`config.mk`:
```
export PLATFORM = sky130hd
export DESIGN_NAME = i_fill_ctrl
export DESIGN_NICKNAME = d
export VERILOG_FILES = /design/src/rtl/i_fill_ctrl_pkg.sv /design/src/rtl/i_fill_ctrl.sv
export SDC_FILE = /design/constraint.sdc
export NUM_CORES = 1
export LEC_CHECK = 0
export CAP_MARGIN = 20
export CORE_AREA = 2 2 253 255
export CTS_BUF_LIST = sky130_fd_sc_hd__clkbuf_8 sky130_fd_sc_hd__clkbuf_16
export CTS_CLUSTER_DIAMETER = 60
export DETAILED_ROUTE_END_ITERATION = 6
export DIE_AREA = 0 0 255 257
export PLACE_DENSITY = 0.69
export SKIP_LAST_GASP = 1
export SYNTH_ARGS = -nofsm -noshare
export SYNTH_HDL_FRONTEND = slang
export SYNTH_SLANG_ARGS = --single-unit
```
`constraint.sdc`:
```
create_clock -name clk -period 2.64 [get_ports clk]
set_clock_uncertainty 0.15 [all_clocks]
set_input_delay 0.396 -clock clk [delete_from_list [all_inputs] [get_ports clk]]
set_output_delay 0.396 -clock clk [all_outputs]
set_load 0.01 [all_outputs]
```
`src/rtl/i_fill_ctrl_pkg.sv`:
```
// Shared definitions for the instruction-cache refill path: memory window,
// line geometry, refill FSM states and small address helpers.
package tk_pkg;

   localparam int unsigned LINE_WORDS = 16;
   localparam int unsigned CNT_W      = $clog2(LINE_WORDS);
   localparam logic [31:0] IMEM_BASE  = 32'h0001_0000;
   localparam logic [31:0] IMEM_LIMIT = 32'h0001_01FF;
   localparam logic [31:0] LINE_MASK  = 32'(LINE_WORDS - 1);

   typedef enum logic [2:0] {
      IDLE   = 3'd0,
      REQ    = 3'd1,
      RECV   = 3'd2,
      WRITE  = 3'd3,
      SETTLE = 3'd4
   } ifill_state_t;

   typedef logic [31:0] line_t [0:LINE_WORDS-1];

   // True when a word address falls inside instruction memory.
   function automatic logic pc_in_range(input logic [31:0] pc);
      return (pc >= IMEM_BASE) && (pc <= IMEM_LIMIT);
   endfunction

   // Base word address of the line containing pc.
   function automatic logic [31:0] line_base(input logic [31:0] pc);
      return pc & ~LINE_MASK;
   endfunction

endpackage

```
`src/rtl/i_fill_ctrl.sv`:
```
// Instruction-cache refill controller. On a miss it requests the whole line
// from instruction memory, collects the beats in order, writes the line into
// the cache in a single cycle, and holds fetch until the cache has settled.
module i_fill_ctrl
   import tk_pkg::*;
(
   input  logic        clk,
   input  logic        rst_n,
   input  logic        i_miss,
   input  logic [31:0] miss_pc,
   output logic        mem_req,
   output logic [31:0] mem_addr,
   input  logic        mem_gnt,
   input  logic        mem_rvalid,
   input  logic [31:0] mem_rdata,
   input  logic        mem_err,
   output line_t       wr_ins,
   output logic        wr_en,
   output logic [31:0] fill_addr,
   output logic        stall_fetch,
   output logic        fill_err
);

   localparam logic [CNT_W-1:0] LAST_BEAT = CNT_W'(LINE_WORDS - 1);
   localparam logic [CNT_W-1:0] CNT_ONE   = CNT_W'(1);
   localparam logic [CNT_W-1:0] CNT_ZERO  = CNT_W'(0);

   ifill_state_t     state_q, state_d;
   logic [CNT_W-1:0] cnt_q, cnt_d;
   logic [31:0]      base_q, base_d;
   line_t            wr_ins_q, wr_ins_d;
   logic             mem_req_q, mem_req_d;
   logic [31:0]      mem_addr_q, mem_addr_d;
   logic             wr_en_q, wr_en_d;
   logic [31:0]      fill_addr_q, fill_addr_d;
   logic             fill_err_q, fill_err_d;

   // Next-state and next-output logic for the refill sequence.
   always_comb begin
      state_d     = state_q;
      cnt_d       = cnt_q;
      base_d      = base_q;
      wr_ins_d    = wr_ins_q;
      mem_req_d   = mem_req_q;
      mem_addr_d  = mem_addr_q;
      wr_en_d     = 1'b0;
      fill_addr_d = fill_addr_q;
      fill_err_d  = 1'b0;

      case (state_q)
         IDLE: begin
            // Beats and errors arriving while idle belong to nobody.
            if (i_miss) begin
               if (pc_in_range(miss_pc)) begin
                  base_d     = line_base(miss_pc);
                  mem_addr_d = line_base(miss_pc);
                  mem_req_d  = 1'b1;
                  state_d    = REQ;
               end else begin
                  fill_err_d = 1'b1;
                  state_d    = IDLE;
               end
            end else begin
               state_d = IDLE;
            end
         end

         REQ: begin
            if (mem_gnt) begin
               mem_req_d = 1'b0;
               cnt_d     = CNT_ZERO;
               state_d   = RECV;
            end else begin
               mem_req_d = 1'b1;
               state_d   = REQ;
            end
         end

         RECV: begin
            // An error outranks a beat presented in the same cycle.
            if (mem_err) begin
               fill_err_d = 1'b1;
               cnt_d      = CNT_ZERO;
               state_d    = IDLE;
            end else if (mem_rvalid) begin
               wr_ins_d[cnt_q] = mem_rdata;
               if (cnt_q == LAST_BEAT) begin
                  // The counter is parked at zero rather than allowed to wrap.
                  cnt_d       = CNT_ZERO;
                  wr_en_d     = 1'b1;
                  fill_addr_d = base_q;
                  state_d     = WRITE;
               end else begin
                  cnt_d   = cnt_q + CNT_ONE;
                  state_d = RECV;
               end
            end else begin
               state_d = RECV;
            end
         end

         WRITE: begin
            // wr_en is high during this state only.
            state_d = SETTLE;
         end

         SETTLE: begin
            // Dead cycle so the cache valid bit is visible before the next miss.
            state_d = IDLE;
         end

         default: begin
            state_d   = IDLE;
            cnt_d     = CNT_ZERO;
            mem_req_d = 1'b0;
         end
      endcase
   end

   // State, beat counter, line buffer and registered outputs.
   always_ff @(posedge clk or negedge rst_n) begin
      if (!rst_n) begin
         state_q     <= IDLE;
         cnt_q       <= CNT_ZERO;
         base_q      <= 32'd0;
         wr_ins_q    <= '{default: 32'd0};
         mem_req_q   <= 1'b0;
         mem_addr_q  <= 32'd0;
         wr_en_q     <= 1'b0;
         fill_addr_q <= 32'd0;
         fill_err_q  <= 1'b0;
      end else begin
         state_q     <= state_d;
         cnt_q       <= cnt_d;
         base_q      <= base_d;
         wr_ins_q    <= wr_ins_d;
         mem_req_q   <= mem_req_d;
         mem_addr_q  <= mem_addr_d;
         wr_en_q     <= wr_en_d;
         fill_addr_q <= fill_addr_d;
         fill_err_q  <= fill_err_d;
      end
   end

   assign mem_req     = mem_req_q;
   assign mem_addr    = mem_addr_q;
   assign wr_ins      = wr_ins_q;
   assign wr_en       = wr_en_q;
   assign fill_addr   = fill_addr_q;
   assign fill_err    = fill_err_q;
   // Fetch must hold from the very cycle the miss appears, hence combinational.
   assign stall_fetch = i_miss | (state_q != IDLE);

endmodule

```
# Word-level counts from Yosys, hierarchy flattened
# Cells that the tools add are included.
# totals
ff_bits	578
out_inout_bits	580
word_cells	80
# classes
addsub	1
magnitude_cmp	4
eq_ne	9
muxes	27
n_bitwise	5
n_reduce_logical	11
# op_table
operator	count
bitwise mux 512 bit	1
demux 32 bit (select 4 bit)	1
greater-or-equal comparator 32 x 17 -> 1 bit, second input constant	1
<= comparator 32 x 17 -> 1 bit, second input constant	1
two-way mux 32 bit	1
two-way mux 4 bit	4
two-way mux 1 bit	12
case mux 3 bit (4 select lines)	1
case mux 4 bit (3 select lines)	1
AND reduction 3 bit	4
two-way mux 3 bit	3
equality test 3 x 2 -> 1 bit, second input constant	2
inequality test 2 bit, second input constant	3
OR reduction 3 bit	2
greater-or-equal comparator 5 bit, second input constant	1
less-than comparator 5 x 1 -> 1 bit, second input constant	1
inverter 4 -> 5 bit	1
adder 4 x 1 -> 4 bit, second input constant	1
equality test 4 bit, second input constant	1
AND reduction 4 bit	1
equality test 3 x 1 -> 1 bit, second input constant	1
equality test 3 bit, second input constant	1
zero test 3 bit	1
inequality test 3 bit, second input constant	1
7 further kinds	10

# Depth between registers and ports, before layout
# Gate-level depths: netlist of the first run.
# logic_depth
ltp_word	6
depth_mapped	7
depth_no_buf	4

# Worst setup path after synthesis of the first run
# Ideal clock, no wire load.
# synth_timing
path_kind	register to register
start	register state_q[0]
end	register wr_ins_q, in the netlist wr_ins[235]
setup_time_ns	0.125
t_arrival_ns	1.917
required_time_ns	2.365
slack_ns	0.448
stages_incl_launch_ff	8
path_buffers	3
cell_sequence	dfrtp_1 -> buf_6 -> or3b_4 -> nor3_4 -> buf_6 -> nand3_4 -> buf_6 -> mux2_4
# synth_via
elab_chain_cells	2
# synth_lines
element	line_no	text
from (decl)	i_fill_ctrl.sv:28	ifill_state_t state_q, state_d;
from (signal assigned)	i_fill_ctrl.sv:133	state_q <= state_d;
equality test 3 x 2 -> 1 bit	i_fill_ctrl.sv:50	case (state_q)
AND reduction 3 bit (no line)	--	
to (signal assigned)	i_fill_ctrl.sv:136	wr_ins_q <= wr_ins_d;
to (decl)	i_fill_ctrl.sv:31	line_t wr_ins_q, wr_ins_d;
# Every way passes these cells.
# A chain may end at the register's enable or synchronous reset.

# Final worst setup path of the first run
# layout_timing
start	register state_q[1]
end	output port stall_fetch
# layout_via
elab_chain_cells	2
# layout_lines
element	line_no	text
nonzero test 3 bit	i_fill_ctrl.sv:152	assign stall_fetch = i_miss | (state_q != IDLE);
OR 1 bit	i_fill_ctrl.sv:152	
to (decl)	i_fill_ctrl.sv:20	output logic stall_fetch,
# Every way passes these cells.

==> metrics.txt, run 1 <==
sequential area share after synthesis=65.1%; GR Util All Layers=20.6%; Power, Total=0.0181 W; crit path cell chain=buf_4 > nor3_2 > nand2_1 > clkdlybuf4s50_1; PwrDens=565 nW/µm²; number of H-tree levels=2; status=completed; final number of hold-violating endpoints=0; max cap viols=0; row count=92; CP Data Arrival Time=1.95 ns; unrepaired setup endpoints after global routing=false; # DRC=0; Worst-path clk slew=0.06 ns; Die Ht=257 µm; DR top layer=met4; vias in the first global route=15000; largest net degree at the start of global routing=76; met2 WL=33800 µm; post-DR wirelength/cell=23.3 µm; DR pass1 iterations=4; #FFs+latches synth=578; # Post-CTS Setup Buffers=0; maximum clock rate=0.401 GHz; normalized max-slew margin=43.9%; core box area=62700 µm²; Worst Max-Slew Pin Slew=0.839 ns; Worst Path Max Fanout=12; total CTS buffers=60; Detail Route Antenna Nets=0; die width=255 µm; Yosys cell types=41; fin cells=2909; Post-synth EDFFs=0; via count=14000; vias per inst=4.80; number of DRC markers in iteration 0=571; synthesized area=22200 µm²; Startpoint Class=flop; ys async rst share=100%; nets=2089; fin area=32000 µm²; Top Ports=650; Worst IR Drop VDD=0.411 mV; synth warn=0; met3 WL=4130 µm; clk_lat worst skew=0.61 ns; Hold Slack=0.243 ns; Filler cells=5267; Worst path max stage delay=0.51 ns; GRT overflow=0; setup_tns=0 ns; critical path type=flop to output port; Final Setup Violations=0; M1 WL=26800 µm; placed cell count=2798; fin crit share=94.5%; Leak Pwr=15.7 nW; largest area contributor in the netlist=dfrtp_1; CTS tree=done; Critical Path End Type=output port; most frequent cells in the layout=clkdlybuf4s50_1, dfrtp_1, mux2_2, mux2_4, clkbuf_16; Post-Syn Area per Cell=16.7 µm²; Syn Inst Count=1327; post-synth top area share=65.1%; Crit path required time=2.09 ns; min-delay worst type=input pin to asynchronous set/reset pin; Final Max Tran Viols=0; Placement Cell Area=30000 µm²; Port-buffer cells=637; CTS Buffer Depth=3; Detailed Place HPWL=48100 µm; fraction of layout cells with a size suffix above 1=35.9%; gpl congestion=0.814; slowest CP cell=clkdlybuf4s50_1; minimum clock period=2.50 ns; starting density of the core=35.4%; first-pass GRT wire length=101000 µm; most common cell after layout, fill and taps aside=clkdlybuf4s50_1; Num Clock Sinks=578; WL final=67800 µm; area grow syn2layout=44.0%; antenna violations before repair=1; top cells by area, synth=dfrtp_1, mux2_2, mux2_4; clk root buf=clkbuf_16; Die ar.=65500 µm²; Synth Flop Type=dfrtp_1
==> power by group <==
| group | switching (W) | internal (W) | leakage [nW] |
|---|---|---|---|
| clock | 0.00344 | 0.00502 | 1.05 |
| combinational | 0.000436 | 0.000242 | 6.55 |
| sequential | 0.0000204 | 0.00890 | 8.07 |
==> worst paths after layout <==
path,start,to,slack [ns],cells past startpoint
min,rst_n,wr_ins[360],0.24,2
max reg2reg,state_q[0],wr_ins[374],0.35,6
min reg2reg,wr_ins[0],wr_ins[0],0.35,1
min in group clk,miss_pc[6],base_q[6],0.25,2
max in group asynchronous,rst_n,wr_ins[470],1.25,4
max,state_q[1],stall_fetch,0.14,4
==> logic make-up (layout without fill, tap and decap cells) <==
family	Yosys count	after routing	synth area share [%]
DFF	578	578	65.1
AOI/OAI and AO/OA	15	15	0.456
other	1	10	0.0169
muxes	545	545	28.7
buffers and inverters	107	834	2.94
xor gates and xnor gates	1	1	0.0394
adders and majority gates	4	4	0.225
and+or+nand+nor	76	76	2.50
==> synthesized netlist by cell type (2+ instances only) <==
library cell,number
dfrtp_1,578
ha_1,4
mux2_4,64
nand3_4,8
a21oi_1,2
buf_1,5
nor3_1,2
o211ai_1,2
buf_6,26
inv_1,8
nand2_1,10
buf_2,21
nand3_1,8
and2_1,23
o21ai_0,5
mux2_2,480
nand4_1,2
nor4_1,5
clkbuf_1,39
nor2b_1,3
nor2_1,5
buf_4,8
==> worst max-delay path, delay by kind of cell (launching register included) <==
family,cells,cell delay [ns]
DFF,1,0.37
buffers and inverters,2,0.68
and+or+nand+nor,2,0.29
==> flip-flops by register name, indices dropped and copies added, names as in the netlist <==
| register | cells |
|---|---|
| base_q | 28 |
| fill_addr | 28 |
| wr_ins | 512 |
| mem_req | 1 |
| wr_en | 1 |
| cnt_q | 4 |
| state_q | 3 |
| fill_err | 1 |
==> layout make-up <==
class / instances / area, µm² / share of cell area, %
clock buffer: 75 / 1710 / 5.34
inverter: 8 / 30.0 / 0.0939
antenna: 2 / 5.00 / 0.0157
multi-input combinational: 649 / 7160 / 22.4
timing repair buffer: 718 / 7250 / 22.7
tap: 846 / 1060 / 3.31
clock inverter: 33 / 297 / 0.927
sequential: 578 / 14500 / 45.2
==> per-layer routing <==
layer	up-vias	track usage, %
li1	6022	-
met1	7316	24.7
met2	473	35.2
met3	145	4.67
met4	0	9.08
met5	-	0
==> per-stage QoR <==
stage	util [%]	setup WS, ns
after floorplan	-	0.448
final	51.0	0.144
after global routing	51.0	0.0514
after global placement	47.7	0.0118
after CTS	51.0	0.0547
after detailed placement	47.7	0.0353
==> what timing repair did <==
action                                  4_1_cts  5_1_grt
resized for setup                             0        1
hold endpoints to repair                     48        0
endpoints found under the setup margin        0        1
hold buffers                                  1        0
Power figures use the tool's default switching activity.
==> run 2: changes to the inputs <==
--- a/config.mk
+++ b/config.mk
@@ -11,6 +11,7 @@
 export CTS_CLUSTER_DIAMETER = 60
 export DETAILED_ROUTE_END_ITERATION = 6
 export DIE_AREA = 0 0 255 257
+export GPL_TIMING_DRIVEN = 0
 export PLACE_DENSITY = 0.69
 export SKIP_LAST_GASP = 1
 export SYNTH_ARGS = -nofsm -noshare
==> run 2 against run 1 <==
The flow now finishes with violations (setup timing). Clock-buffer cell count is 10 higher. Global-route usage increased by 0.20 points. Die area unchanged. Largest cell class unchanged. Largest power group is now clock. Highest routed layer is now met5.
==> metrics.txt, run 2 (synthesis gave the netlist of run 1 again) <==
vias in the first global route=14800; Setup crit end=wr_ins[16]; fin area=32100 µm²; number of H-tree levels=3; clk root buf=clkbuf_16; Final Setup Violations=1; Reg area=14500 µm²; Leak Pwr=15.7 nW; Detail Route Antenna Nets=0; Critical Path End Type=flop; via count=14000; CTS tree=done; Port-buffer cells=637; worst r2r path cells=6; max cap viols=0; critical path type=flop to flop; antenna violations before repair=5; normalized max-slew margin=38.1%; status=finished with violations; post-DR wirelength/cell=23.4 µm; minimum clock period=2.64 ns; Num Clock Sinks=578; internal power=0.0147 W; fin cells=2941; Worst Max-Slew Pin Slew=0.928 ns; final number of hold-violating endpoints=0; row count=92; Crit path required time=2.95 ns; Net Sw Frac=21.9%; die width=255 µm; Top Ports=650; area grow syn2layout=44.7%; Detailed Place HPWL=50400 µm; Comb pwr share=3.4%; Die ar.=65500 µm²; PwrDens=588 nW/µm²; Worst Path Max Fanout=10; total CTS buffers=67; GRT overflow=0; most frequent cells in the layout=clkdlybuf4s50_1, dfrtp_1, mux2_2, clkbuf_16, mux2_4; setup ws final=-0.000373 ns; Final Max Tran Viols=0; unrepaired setup endpoints after global routing=true; failing checks=setup timing; FF-to-FF Start=state_q[0]; largest net degree at the start of global routing=123; starting density of the core=35.4%; Placement Cell Area=29800 µm²; Filler cells=5266; NetSw=0.00414 W; fraction of layout cells with a size suffix above 1=35.0%; power share of the clock group=49.3%; core box area=62700 µm²; maximum clock rate=0.379 GHz; Reg-to-Reg End=wr_ins[16]; fin crit share=100%; GR Util All Layers=20.8%; max FFs per register=512; clk_lat worst skew=0.59 ns; first-pass GRT wire length=100000 µm; Hold Slack=0.216 ns; setup_tns=-0.000373 ns; vias per inst=4.76; placed cell count=2822; Worst IR Drop VDD=0.532 mV; # DRC=0; most common cell after layout, fill and taps aside=clkdlybuf4s50_1; Critical Path Start=state_q[0]; gpl congestion=0.834; Die Ht=257 µm; min-delay worst type=input pin to asynchronous set/reset pin; CP Data Arrival Time=2.95 ns; multi-input logic area=7150 µm²; CTS Buffer Depth=3; share of power burned in registers=47.2%; Worst-path clk slew=0.06 ns; number of DRC markers in iteration 0=600; utilization after layout=51.2%; nets=2121; r2r setup slk=-0.0004 ns; DR pass1 iterations=4; Startpoint Class=flop; WL final=68800 µm
run 2: how the worst min path moves through the flow:
stage | start | to | slack, ns | cells after the start
after floorplan | rst_n | base_q[10] | -0.05 | 0
after global routing | rst_n | fill_addr[24] | 0.24 | 2
final | rst_n | fill_addr[24] | 0.22 | 2
after detailed placement | rst_n | fill_addr[24] | 0.25 | 1
after CTS | rst_n | fill_addr[24] | 0.20 | 2
after global placement | wr_ins[298] | wr_ins[298] | 0.33 | 1
run 2: routing by layer:
| metal | share of wire [%] | track usage [%] | routed length [µm] | up-vias |
|---|---|---|---|---|
| li1 | - | - | - | 6079 |
| met1 | 39 | 24.8 | 26600 | 7291 |
| met2 | 50 | 35.1 | 34600 | 496 |
| met3 | 7.2 | 5.84 | 4930 | 136 |
| met4 | 3.8 | 8.76 | 2590 | 6 |
| met5 | 0.067 | 0 | 46 | - |
run 2: area by class of cell:
type / instances / share of cell area, %
diodes: 2 / 0.0156
plain buffers: 99 / 1.95
clock buffers: 85 / 6.06
clock inverters: 30 / 0.931
inverters: 8 / 0.0934
multi-input cells: 649 / 22.3
flip-flops and latches: 578 / 45.0
well taps: 846 / 3.29
repair buffers: 644 / 20.4
run 2: through the flow:
step | power [W] | setup slack, ns
3_5_place_dp | 0.00974 | -0.499
2_1_floorplan | 0.00922 | 0.448
5_1_grt | 0.0196 | -0.109
3_3_place_gp | 0.00972 | -24.02
6_report | 0.0189 | -0.000373
4_1_cts | 0.0191 | -0.161
run 2: power by group through the flow:
| stage | combinational (W) | clock, W | sequential (W) |
|---|---|---|---|
| 2_1_floorplan | 0.000124 | 0 | 0.00909 |
| 3_3_place_gp | 0.000617 | 0 | 0.00910 |
| 3_5_place_dp | 0.000661 | 0 | 0.00908 |
| 4_1_cts | 0.000664 | 0.00956 | 0.00892 |
| 5_1_grt | 0.000722 | 0.00992 | 0.00892 |
| 6_report | 0.000650 | 0.00931 | 0.00892 |
run 2: critical path: stages (launching register included):
cell,delay [ns]
dfrtp_1,0.37
buf_6,0.14
or3b_4,0.44
nor4b_4,0.37
nand2_2,0.35
buf_2,0.36
mux2_2,0.32
run 2: repair_timing:
action	CTS	global route
buffers inserted	0	0
endpoints found under the hold margin	64	0
setup endpoints to repair	167	181
gates cloned	0	1
hold buffers	1	0
resized for setup	5	6
==> run 3: changes to the inputs <==
--- a/config.mk
+++ b/config.mk
@@ -12,7 +12,7 @@
 export DETAILED_ROUTE_END_ITERATION = 6
 export DIE_AREA = 0 0 255 257
 export GPL_TIMING_DRIVEN = 0
-export PLACE_DENSITY = 0.69
+export PLACE_DENSITY = 0.68
 export SKIP_LAST_GASP = 1
 export SYNTH_ARGS = -nofsm -noshare
 export SYNTH_HDL_FRONTEND = slang
==> run 3 against run 2 <==
Sequential share of layout area rose by 0.16 points. Worst hold slack got worse by 0.026 ns. Die area did not move. Maximum frequency rose by 0.60%. The run now ends clean.
==> metrics.txt, run 3 (synthesis gave the netlist of run 1 again) <==
number of DRC markers in iteration 0=554; Worst Path Max Fanout=10; largest net degree at the start of global routing=124; Filler cells=5319; DR pass1 iterations=4; first-pass GRT wire length=101000 µm; area grow syn2layout=44.1%; utilization after layout=51.0%; max FFs per register=512; WL final=69000 µm; vias in the first global route=14800; r2r setup slk=0.02 ns; Startpoint Class=flop; Worst Max-Slew Pin Slew=0.757 ns; fraction of layout cells with a size suffix above 1=34.8%; Detailed Place HPWL=50600 µm; min-delay worst type=input pin to asynchronous set/reset pin; Leak Pwr=15.6 nW; total CTS buffers=67; max cap viols=0; Num Clock Sinks=578; Critical Path End Type=flop; DR top layer=met5; normalized max-slew margin=49.5%; GR Util All Layers=20.9%; M1 WL=27100 µm; fin crit share=99.4%; gpl congestion=0.823; multi-input logic area=7150 µm²; status=completed; minimum clock period=2.62 ns; Power, Total=0.0185 W; maximum clock rate=0.381 GHz; Crit path required time=2.95 ns; Final Setup Violations=0; CP Data Arrival Time=2.94 ns; CTS tree=done; starting density of the core=35.4%; vias per inst=4.78; unrepaired setup endpoints after global routing=true; Final Max Tran Viols=0; clk root buf=clkbuf_16; core box area=62700 µm²; Port-buffer cells=637; # DRC=0; die width=255 µm; Worst-path clk slew=0.05 ns; most common cell after layout, fill and taps aside=clkdlybuf4s50_1; met3 WL=4680 µm; post-DR wirelength/cell=23.5 µm; Die ar.=65500 µm²; via count=14000; GRT overflow=0; row count=92; most frequent cells in the layout=clkdlybuf4s50_1, dfrtp_1, mux2_2, clkbuf_16, mux2_4; Detail Route Antenna Nets=0; Worst IR Drop VDD=0.518 mV; final number of hold-violating endpoints=0; nets=2121; clk_lat worst skew=0.58 ns; met2 WL=35100 µm; CTS Buffer Depth=3; antenna violations before repair=7; PwrDens=578 nW/µm²; Reg area=14500 µm²; critical path type=flop to flop; number of H-tree levels=3; Top Ports=650; Die Ht=257 µm
==> run 3: changes by cell type in the layout (fill, tap and decap cells not counted), moves of 2 or more <==
cell	change
inv_6	+2
clkinv_4	-2
clkbuf_16	-2
buf_12	+2
clkbuf_8	-3
bufinv_16	-2
==> run 3: final timing paths <==
kind	startpoint	to	cells after the start
min reg2reg	wr_ins[23]	wr_ins[23]	1
max	state_q[0]	fill_addr[30]	6
min in group clk	miss_pc[7]	base_q[7]	2
max in group asynchronous	rst_n	wr_ins[93]	5
max reg2reg	state_q[0]	fill_addr[30]	6
min	rst_n	wr_ins[436]	2
==> run 3: critical path, cell delays in order, from the launching register on <==
cell and delay [ns]:
dfrtp_1 0.37, buf_6 0.13, or3b_4 0.45, nor4b_4 0.35
nand2_2 0.37, buf_2 0.36, mux2_2 0.31
==> run 3: layout make-up <==
class / count / share of cell area (%)
Sequential cell: 578 / 45.2
Multi-Input combinational cell: 649 / 22.3
Timing Repair Buffer: 644 / 20.5
Clock buffer: 81 / 5.87
Tap cell: 846 / 3.31
Buffer: 99 / 1.97
Clock inverter: 31 / 0.785
Inverter: 8 / 0.0938
Antenna cell: 1 / 0.00781
==> run 3: what timing repair did <==
action | 4_1_cts | 5_1_grt
gates resized for setup | 8 | 6
pin swaps | 0 | 0
hold buffers | 1 | 0
endpoints found under the setup margin | 170 | 305
setup buffers | 0 | 1
cloned | 0 | 0
endpoints found under the hold margin | 81 | 0
==> run 3: per-layer routing <==
metal / vias to the layer above / GRT usage [%]
met1: 7340 / 25.4
li1: 6079 / -
met4: 4 / 6.82
met5: - / 0
met3: 116 / 5.62
met2: 486 / 36.0
==> run 3: power breakdown <==
group	leakage (nW)	total [W]	switching, W	internal, W
Clock	1.10	0.00893	0.00367	0.00526
Sequential	8.07	0.00892	0.0000217	0.00890
Combinational	6.44	0.000648	0.000423	0.000225
==> run 3: metrics by stage <==
step / std cells / instance area [µm²] / TNS, ns / worst slack (ns) / hold slack, ns
2_1_floorplan: 1334 / 22200 / 0 / 0.448 / -0.0496
3_3_place_gp: 2817 / 29700 / - / -24.08 / 0.328
3_5_place_dp: 2822 / 29800 / -61.31 / -0.430 / 0.277
4_1_cts: 2935 / 32000 / -1.36 / -0.0527 / 0.231
5_1_grt: 2937 / 32000 / -6.80 / -0.0996 / 0.207
6_report: 2937 / 32000 / 0 / 0.0154 / 0.189
